`src/rtl/lfsr_stream_gen.sv`:
```
// Galois LFSR pseudo-random stream generator with a valid/ready command port
// and a back-pressured output word stream.
module lfsr_stream_gen #(
    parameter int               WIDTH = 16,
    parameter logic [WIDTH-1:0] TAPS  = 16'hB400,
    parameter logic [WIDTH-1:0] SEED  = 16'hACE1,
    parameter int               OUT_W = 8
) (
    input  logic             clk,
    input  logic             rst,
    input  logic             en,
    input  logic             cmd_valid,
    output logic             cmd_ready,
    input  logic [1:0]       cmd_op,
    input  logic [WIDTH-1:0] cmd_arg,
    input  logic             stop,
    output logic             out_valid,
    input  logic             out_ready,
    output logic [OUT_W-1:0] out_data,
    output logic             busy,
    output logic [WIDTH-1:0] lfsr_state
);

    localparam int BCW = $clog2(OUT_W + 1);

    localparam logic [1:0] OP_LOAD  = 2'd0;
    localparam logic [1:0] OP_BURST = 2'd1;
    localparam logic [1:0] OP_STEP  = 2'd2;

    typedef enum logic [1:0] {
        IDLE    = 2'd0,
        STEP    = 2'd1,
        SHIFT   = 2'd2,
        PRESENT = 2'd3
    } state_t;

    state_t           state_r;
    logic [WIDTH-1:0] lfsr_r;
    logic [WIDTH-1:0] remaining_r;
    logic [BCW-1:0]   bit_cnt_r;
    logic [OUT_W-1:0] out_data_r;
    logic             out_valid_r;
    logic             busy_r;

    logic [WIDTH-1:0] lfsr_next_s;
    logic             gen_bit_s;
    logic [OUT_W-1:0] bit_mask_s;
    logic             handshake_s;

    function automatic logic [WIDTH-1:0] galois_step(input logic [WIDTH-1:0] s);
        galois_step = (s >> 1) ^ (s[0] ? TAPS : {WIDTH{1'b0}});
    endfunction

    // Next-state of the shift register and the bit slot being filled this cycle.
    always_comb begin
        lfsr_next_s = galois_step(lfsr_r);
        gen_bit_s   = lfsr_r[0];
        bit_mask_s  = OUT_W'(1'b1) << bit_cnt_r;
        handshake_s = out_valid_r & out_ready;
    end

    assign cmd_ready  = (state_r == IDLE);
    assign out_valid  = out_valid_r;
    assign out_data   = out_data_r;
    assign busy       = busy_r;
    assign lfsr_state = lfsr_r;

    // Command FSM, LFSR register, word packing and output registers.
    always_ff @(posedge clk) begin
        if (rst) begin
            state_r     <= IDLE;
            lfsr_r      <= SEED;
            remaining_r <= {WIDTH{1'b0}};
            bit_cnt_r   <= {BCW{1'b0}};
            out_data_r  <= {OUT_W{1'b0}};
            out_valid_r <= 1'b0;
            busy_r      <= 1'b0;
        end else begin
            case (state_r)
                IDLE: begin
                    if (cmd_valid) begin
                        case (cmd_op)
                            OP_LOAD: begin
                                // A zero seed would lock the register, so fall back to SEED.
                                lfsr_r <= (cmd_arg == {WIDTH{1'b0}}) ? SEED : cmd_arg;
                            end
                            OP_BURST: begin
                                if (cmd_arg != {WIDTH{1'b0}}) begin
                                    remaining_r <= cmd_arg;
                                    bit_cnt_r   <= {BCW{1'b0}};
                                    state_r     <= SHIFT;
                                    busy_r      <= 1'b1;
                                end
                            end
                            OP_STEP: begin
                                state_r <= STEP;
                                busy_r  <= 1'b1;
                            end
                            default: begin
                                state_r <= IDLE;
                            end
                        endcase
                    end
                end
                STEP: begin
                    if (stop) begin
                        state_r <= IDLE;
                        busy_r  <= 1'b0;
                    end else if (en) begin
                        lfsr_r  <= lfsr_next_s;
                        state_r <= IDLE;
                        busy_r  <= 1'b0;
                    end
                end
                SHIFT: begin
                    if (stop) begin
                        state_r <= IDLE;
                        busy_r  <= 1'b0;
                    end else if (en) begin
                        lfsr_r     <= lfsr_next_s;
                        out_data_r <= (out_data_r & ~bit_mask_s) | (gen_bit_s ? bit_mask_s : {OUT_W{1'b0}});
                        bit_cnt_r  <= bit_cnt_r + BCW'(1);
                        if (bit_cnt_r == BCW'(OUT_W - 1)) begin
                            out_valid_r <= 1'b1;
                            state_r     <= PRESENT;
                        end
                    end
                end
                PRESENT: begin
                    if (handshake_s) begin
                        remaining_r <= remaining_r - WIDTH'(1);
                        out_valid_r <= 1'b0;
                        if (stop || (remaining_r == WIDTH'(1))) begin
                            state_r <= IDLE;
                            busy_r  <= 1'b0;
                        end else begin
                            bit_cnt_r <= {BCW{1'b0}};
                            state_r   <= SHIFT;
                        end
                    end else if (stop) begin
                        out_valid_r <= 1'b0;
                        state_r     <= IDLE;
                        busy_r      <= 1'b0;
                    end
                end
                default: begin
                    state_r     <= IDLE;
                    out_valid_r <= 1'b0;
                    busy_r      <= 1'b0;
                end
            endcase
        end
    end

endmodule
```
`config.mk`:
```
export PLATFORM = sky130hd
export DESIGN_NAME = lfsr_stream_gen
export DESIGN_NICKNAME = d
export VERILOG_FILES = /design/src/rtl/lfsr_stream_gen.sv
export SDC_FILE = /design/constraint.sdc
export NUM_CORES = 1
export LEC_CHECK = 0
export CAP_MARGIN = 20
export CORE_MARGIN = 5
export CORE_UTILIZATION = 36
export CTS_CLUSTER_SIZE = 20
export DETAILED_ROUTE_END_ITERATION = 8
export PLACE_DENSITY_LB_ADDON = 0.08
export SETUP_SLACK_MARGIN = 0.4
export SLEW_MARGIN = 20
export SYNTH_ARGS = -nofsm -noshare
export SYNTH_HDL_FRONTEND = slang
export SYNTH_SLANG_ARGS = --single-unit
```
`constraint.sdc`:
```
create_clock -name clk -period 2.2 [get_ports clk]
set_input_delay 0.33 -clock clk [delete_from_list [all_inputs] [get_ports clk]]
set_output_delay 0.33 -clock clk [all_outputs]
set_load 0.02 [all_outputs]
```
Word level (Yosys, flattened, before mapping):

Cells that the tools add are included.
Widths: inputs -> output; s select.

* mux-type cells: 48
* order comparisons: 0
* div/mod/pow operators: 0
* multiply operators: 0
* bitwise gates (word level): 6
* reduce and logical (&&, ||, !) cells: 17
* add/sub/neg operators: 2
* eq/ne operators: 26
* shift operators: 1

Operators with widths (number)
* $mux 16: 10
* $pmux 16 s2: 2
* $mux 4: 7
* $mux 2: 10
* $reduce_and 5->1: 4
* $ne 3x3->1 const B: 6
* $eq 16x1->1 const B: 1
* $logic_not 16->1: 1
* $ne 2x2->1 const B: 8
* $reduce_bool 16->1: 1
* $sub 16x1->16 const B: 1
* $xor 15x16->16: 1
* $mux 1: 12
* $pmux 4 s3: 1
* $and 8x8->8: 1
* $mux 8: 1
* $ne 2x1->1 const B: 4
* $not 8->8: 1
* $or 8x8->8: 1
* $pmux 2 s4: 1
* $reduce_and 8->1: 1
* $shl 1x4->8 const A: 1
* $reduce_and 7->1: 1
* $eq 2x2->1 const B: 3
* 15 further kinds: 20

* logic and storage cells: 107
* register bits after elaboration: 48
* latch bits: 0
* memories: 0
* memory bits (writable): 0
* output and inout port bits: 27
* bits in read-only memories: 0

Depth between registers and ports, before layout:

* depth in word-level cells: 5
* gate-level depth with buffers: 8
* mapped depth without buffers: 7

Worst setup path after synthesis:

Ideal clock, no wire load.

* kind: register to register
* start point: register state_r[0]
* end point: register lfsr_r[12] (netlist: lfsr_state[12])
* data arrival time: 1868 ps
* buffers on the path: 2
* slack: 260 ps
* setup time: 72 ps
* required time: 2128 ps
* stages on the path, launching flop included: 9
* cells stage by stage: dfxtp_1 inv_1 ha_1 clkbuf_1 o31ai_1 o211ai_1 clkbuf_1 nand2_1 a21oi_1

* elaborated cells on any way between the ends: 11
* those cells by class: eq/ne: 6; mux: 1; reduce/logical: 4

RTL lines
* start: declaration: RTL line 37 `state_t state_r;`
* start signal: assignment: RTL line 71 `state_r <= IDLE;`
* start signal: assignment: RTL line 91 `state_r <= SHIFT;`
* start signal: assignment: RTL line 96 `state_r <= STEP;`
* $logic_not 2->1 *
* via cmd_ready: RTL line 13 `output logic cmd_ready,`
* $ne 2x1->1 (no source line) (tied with other cells)
* $reduce_and 5->1 (no source line)
* end signal: assignment: RTL line 85 `lfsr_r <= (cmd_arg == {WIDTH{1'b0}}) ? SEED : cmd_arg;`
* end signal: assignment: RTL line 110 `lfsr_r <= lfsr_next_s;`
* end signal: assignment: RTL line 120 `lfsr_r <= lfsr_next_s;`
* end: declaration: RTL line 38 `logic [WIDTH-1:0] lfsr_r;`

Mark *: on every way through the listed nets, which the timed path passes. The rest lies on a longest branch.
A chain may end at the register's enable or synchronous reset.

Worst setup path after layout:

* start point: register remaining_r[1]
* end point: register bit_cnt_r[0]

* longest elaborated chain between the ends: 4

Ends and longest elaborated chain
* start: declaration: RTL line 39 `logic [WIDTH-1:0] remaining_r;`
* start signal: assignment: RTL line 73 `remaining_r <= {WIDTH{1'b0}};`
* start signal: assignment: RTL line 89 `remaining_r <= cmd_arg;`
* start signal: assignment: RTL line 131 `remaining_r <= remaining_r - WIDTH'(1);`
* $eq 16x1->1: RTL line 133 `if (stop || (remaining_r == WIDTH'(1))) begin`
* $logic_or 1x1->1: RTL line 133
* $ne 2x2->1 (no source line)
* $reduce_and 8->1 (no source line)
* end signal: assignment: RTL line 90 `bit_cnt_r <= {BCW{1'b0}};`
* end signal: assignment: RTL line 122 `bit_cnt_r <= bit_cnt_r + BCW'(1);`
* end signal: assignment: RTL line 137 `bit_cnt_r <= {BCW{1'b0}};`
* end: declaration: RTL line 40 `logic [BCW-1:0] bit_cnt_r;`

Every way passes these cells.

==> metrics <==
Clk network pwr share 15.6%; Ant. Diodes 0; initial drt markers 185; top_reg_cell synth dfxtp_1; Non-Filler Instances 552; worst path required time 2440 ps; vias in the first global route 2,812; Post-synth EDFFs 0; detail-routed via count per cell 5.27; initial core utilization 36.9%; CTS max path bufs 2; dpl cells 530; Final setup viols 0; Die X 102 um; Total GRT Usage 17.2%; largest area contributor in the synthesized netlist dfxtp_1; FF-to-FF Start remaining_r[1]; DP Area 3900 um2; via count 2,907; Post-Route Skew 4.87 ps; Fin. Hold Viols 0; CP startpoint kind register; GR Overflow Total 0; initial antenna violation count 0; Max Slew Vio Count 0; Core Region 8220 um2; post-synth top area share 31.7%; crit-path max FO 5; Hold Path Class input port to register; wire length per cell 16.0 um; Worst Path Buf+Inv 2; I/O pins 51; slowest CP cell or4b_1; Area contributors post-synth dfxtp_1 32%, ha_1 5.4%, mux2i_1 4.6%; Static Leak 1.59 nW; RSZ-0062 raised after global routing yes; sequential share of the synthesized area 31.7%; YS warnings 0; first-pass GRT wire length 14,400 um; Crit path max-delay family simple AND/OR/NAND/NOR gates; Final Instance Area 4320 um2; die height 102 um; post-synthesis cell count 354; crit path kind register to register; Pwr per Cell Area 976 nW/um2; total clock buffers created by CTS 5; Worst Max-Slew Pin Slew 466 ps; gpl congestion 0.821; Sink Count 48; Max-Cap Viols 0; Mapped Area 3040 um2; VDD IR max 910 uV; standard-cell rows 33; Reg clk slew, reported paths 100 ps; Worst Hold Slack 408 ps; clock insertion delay at the later pin of the skew report 300 ps; normalized max-slew margin 68.5%; Critical Path AT 2030 ps; Synth async-reset ratio 0%; min-delay src rst; fin crit period 1780 ps; detailed-route DRC error count 0; Syn Area/Cell 8.57 um2; largest stage delay on the critical path 460 ps; Total Wirelength 8810 um; DRT Pass-1 Iters 4; H-tree depth 2; share of cells above drive strength 1 27.3%; port buffer count 50; syn_nets 391; DRT antenna net count 0; fraction of power spent switching nets 42.3%; largest net degree at the start of global routing 42; sw power 1.78 mW; Critical Path Source remaining_r[1]; Max Clock Freq 561 MHz; Die ar. 10,400 um2; status completed; Post-layout nets 483; Synth Register Bits 48; Reg power frac 27.8%; Layout area overhead 42.3%; CTS tree built; crit share post-route 81.1%; CP Cell Sequence inv_2 -> ha_2 -> nor4b_4 -> nand4_1 -> a21boi_2 -> buf_4 -> or4b_1 -> a21oi_1; Pint 2.43 mW; CTS root buf clkbuf_8; Design Power 4.22 mW; post-synth cell types 61; Comb power frac 56.7%; Post-DP HPWL 6410 um; Setup crit end kind register
[cell families after synthesis]
logic type	Yosys count	synth area share [%]
fa+ha+maj	13	5.36
mux	15	4.99
buf+inv	33	4.70
flops	48	31.7
simple gates	122	23.8
compound gates	120	28.6
xor+xnor	3	0.866
[final timing paths]
kind             endpoint  slack, ps  cells past startpoint
max          bit_cnt_r[0]        420                      8
min reg2reg      register        460                      2
max reg2reg  bit_cnt_r[0]        420                      8
min             out_valid        410                      2
[Yosys cell counts (3+ instances only)]
| library cell | number |
|---|---|
| a211oi_1 | 9 |
| a21boi_0 | 5 |
| a21oi_1 | 27 |
| a21oi_2 | 8 |
| a31oi_1 | 4 |
| and3_1 | 4 |
| buf_2 | 3 |
| clkbuf_1 | 12 |
| dfxtp_1 | 48 |
| ha_1 | 13 |
| inv_1 | 14 |
| mux2i_1 | 14 |
| nand2_1 | 30 |
| nand2b_1 | 12 |
| nand3_1 | 7 |
| nand3b_1 | 3 |
| nor2_1 | 22 |
| nor2b_1 | 16 |
| nor3_1 | 3 |
| nor4_4 | 4 |
| nor4b_1 | 3 |
| o211ai_1 | 5 |
| o21ai_0 | 16 |
| o21ai_1 | 4 |
| o21ai_2 | 5 |
| o22ai_1 | 9 |
| o31ai_1 | 3 |
| o32ai_1 | 5 |
| or3_1 | 3 |
[power by group through the flow]
stage                     logic, mW  clock network, mW  registers [mW]
after floorplan                1.32                  0            1.26
after global placement         2.12                  0            1.16
after detailed placement       2.14                  0            1.16
after CTS                      2.22              0.681            1.15
final                          2.39              0.656            1.17
after global routing           2.63              0.714            1.20
[cell type report]
cell class,instances,area (um2)
sequential,48,971
fill,769,3900
inverter,14,55.1
timing repair buffer,104,936
multi-input combinational,273,2110
tap,105,131
clock inverter,3,42.5
clock buffer,5,68.8
[what timing repair did]
action | 4_1_cts | 5_1_grt
setup endpoints to repair | 29 | 41
hold buffers | 0 | 0
hold endpoints to repair | 0 | 0
resized for setup | 41 | 37
pin swaps | 14 | 14
gates cloned | 0 | 1
buffers inserted | 9 | 4
[through the flow]
stage                     TNS, ps  setup WS, ps  util (%)
after floorplan                 0           400         -
after global placement       -371         -58.8      47.5
after detailed placement    -1030          -149      47.5
after CTS                       0           354      50.4
after global routing            0           341      52.6
final                           0           417      52.6
[cells in the final DEF, fill, tap and decap left out, types with 6 or more instances in the layout]
cell type        count
inv_1               11
clkdlybuf4s15_1      7
ha_1                 6
buf_4               48
a21oi_2              9
dfxtp_1             44
a21oi_1             26
nand3_1              7
nand2_1             30
clkdlybuf4s50_1     30
a211oi_1             8
o22ai_1              9
dlygate4sd2_1        9
nand2b_1            10
mux2i_1             14
nor2_1              21
nor2b_1             15
o21ai_0             16
[per-layer routing]
metal | part of all wire [%] | wire length (um) | track usage, % | vias up
met5 | 0 | 0 | 0 | -
met1 | 52 | 4590 | 25.8 | 1349
met2 | 43 | 3800 | 26.0 | 60
li1 | - | - | - | 1493
met4 | 0.68 | 60 | 3.63 | 0
met3 | 4.0 | 350 | 2.94 | 5
No activity file was read; power rests on OpenSTA's default activity.
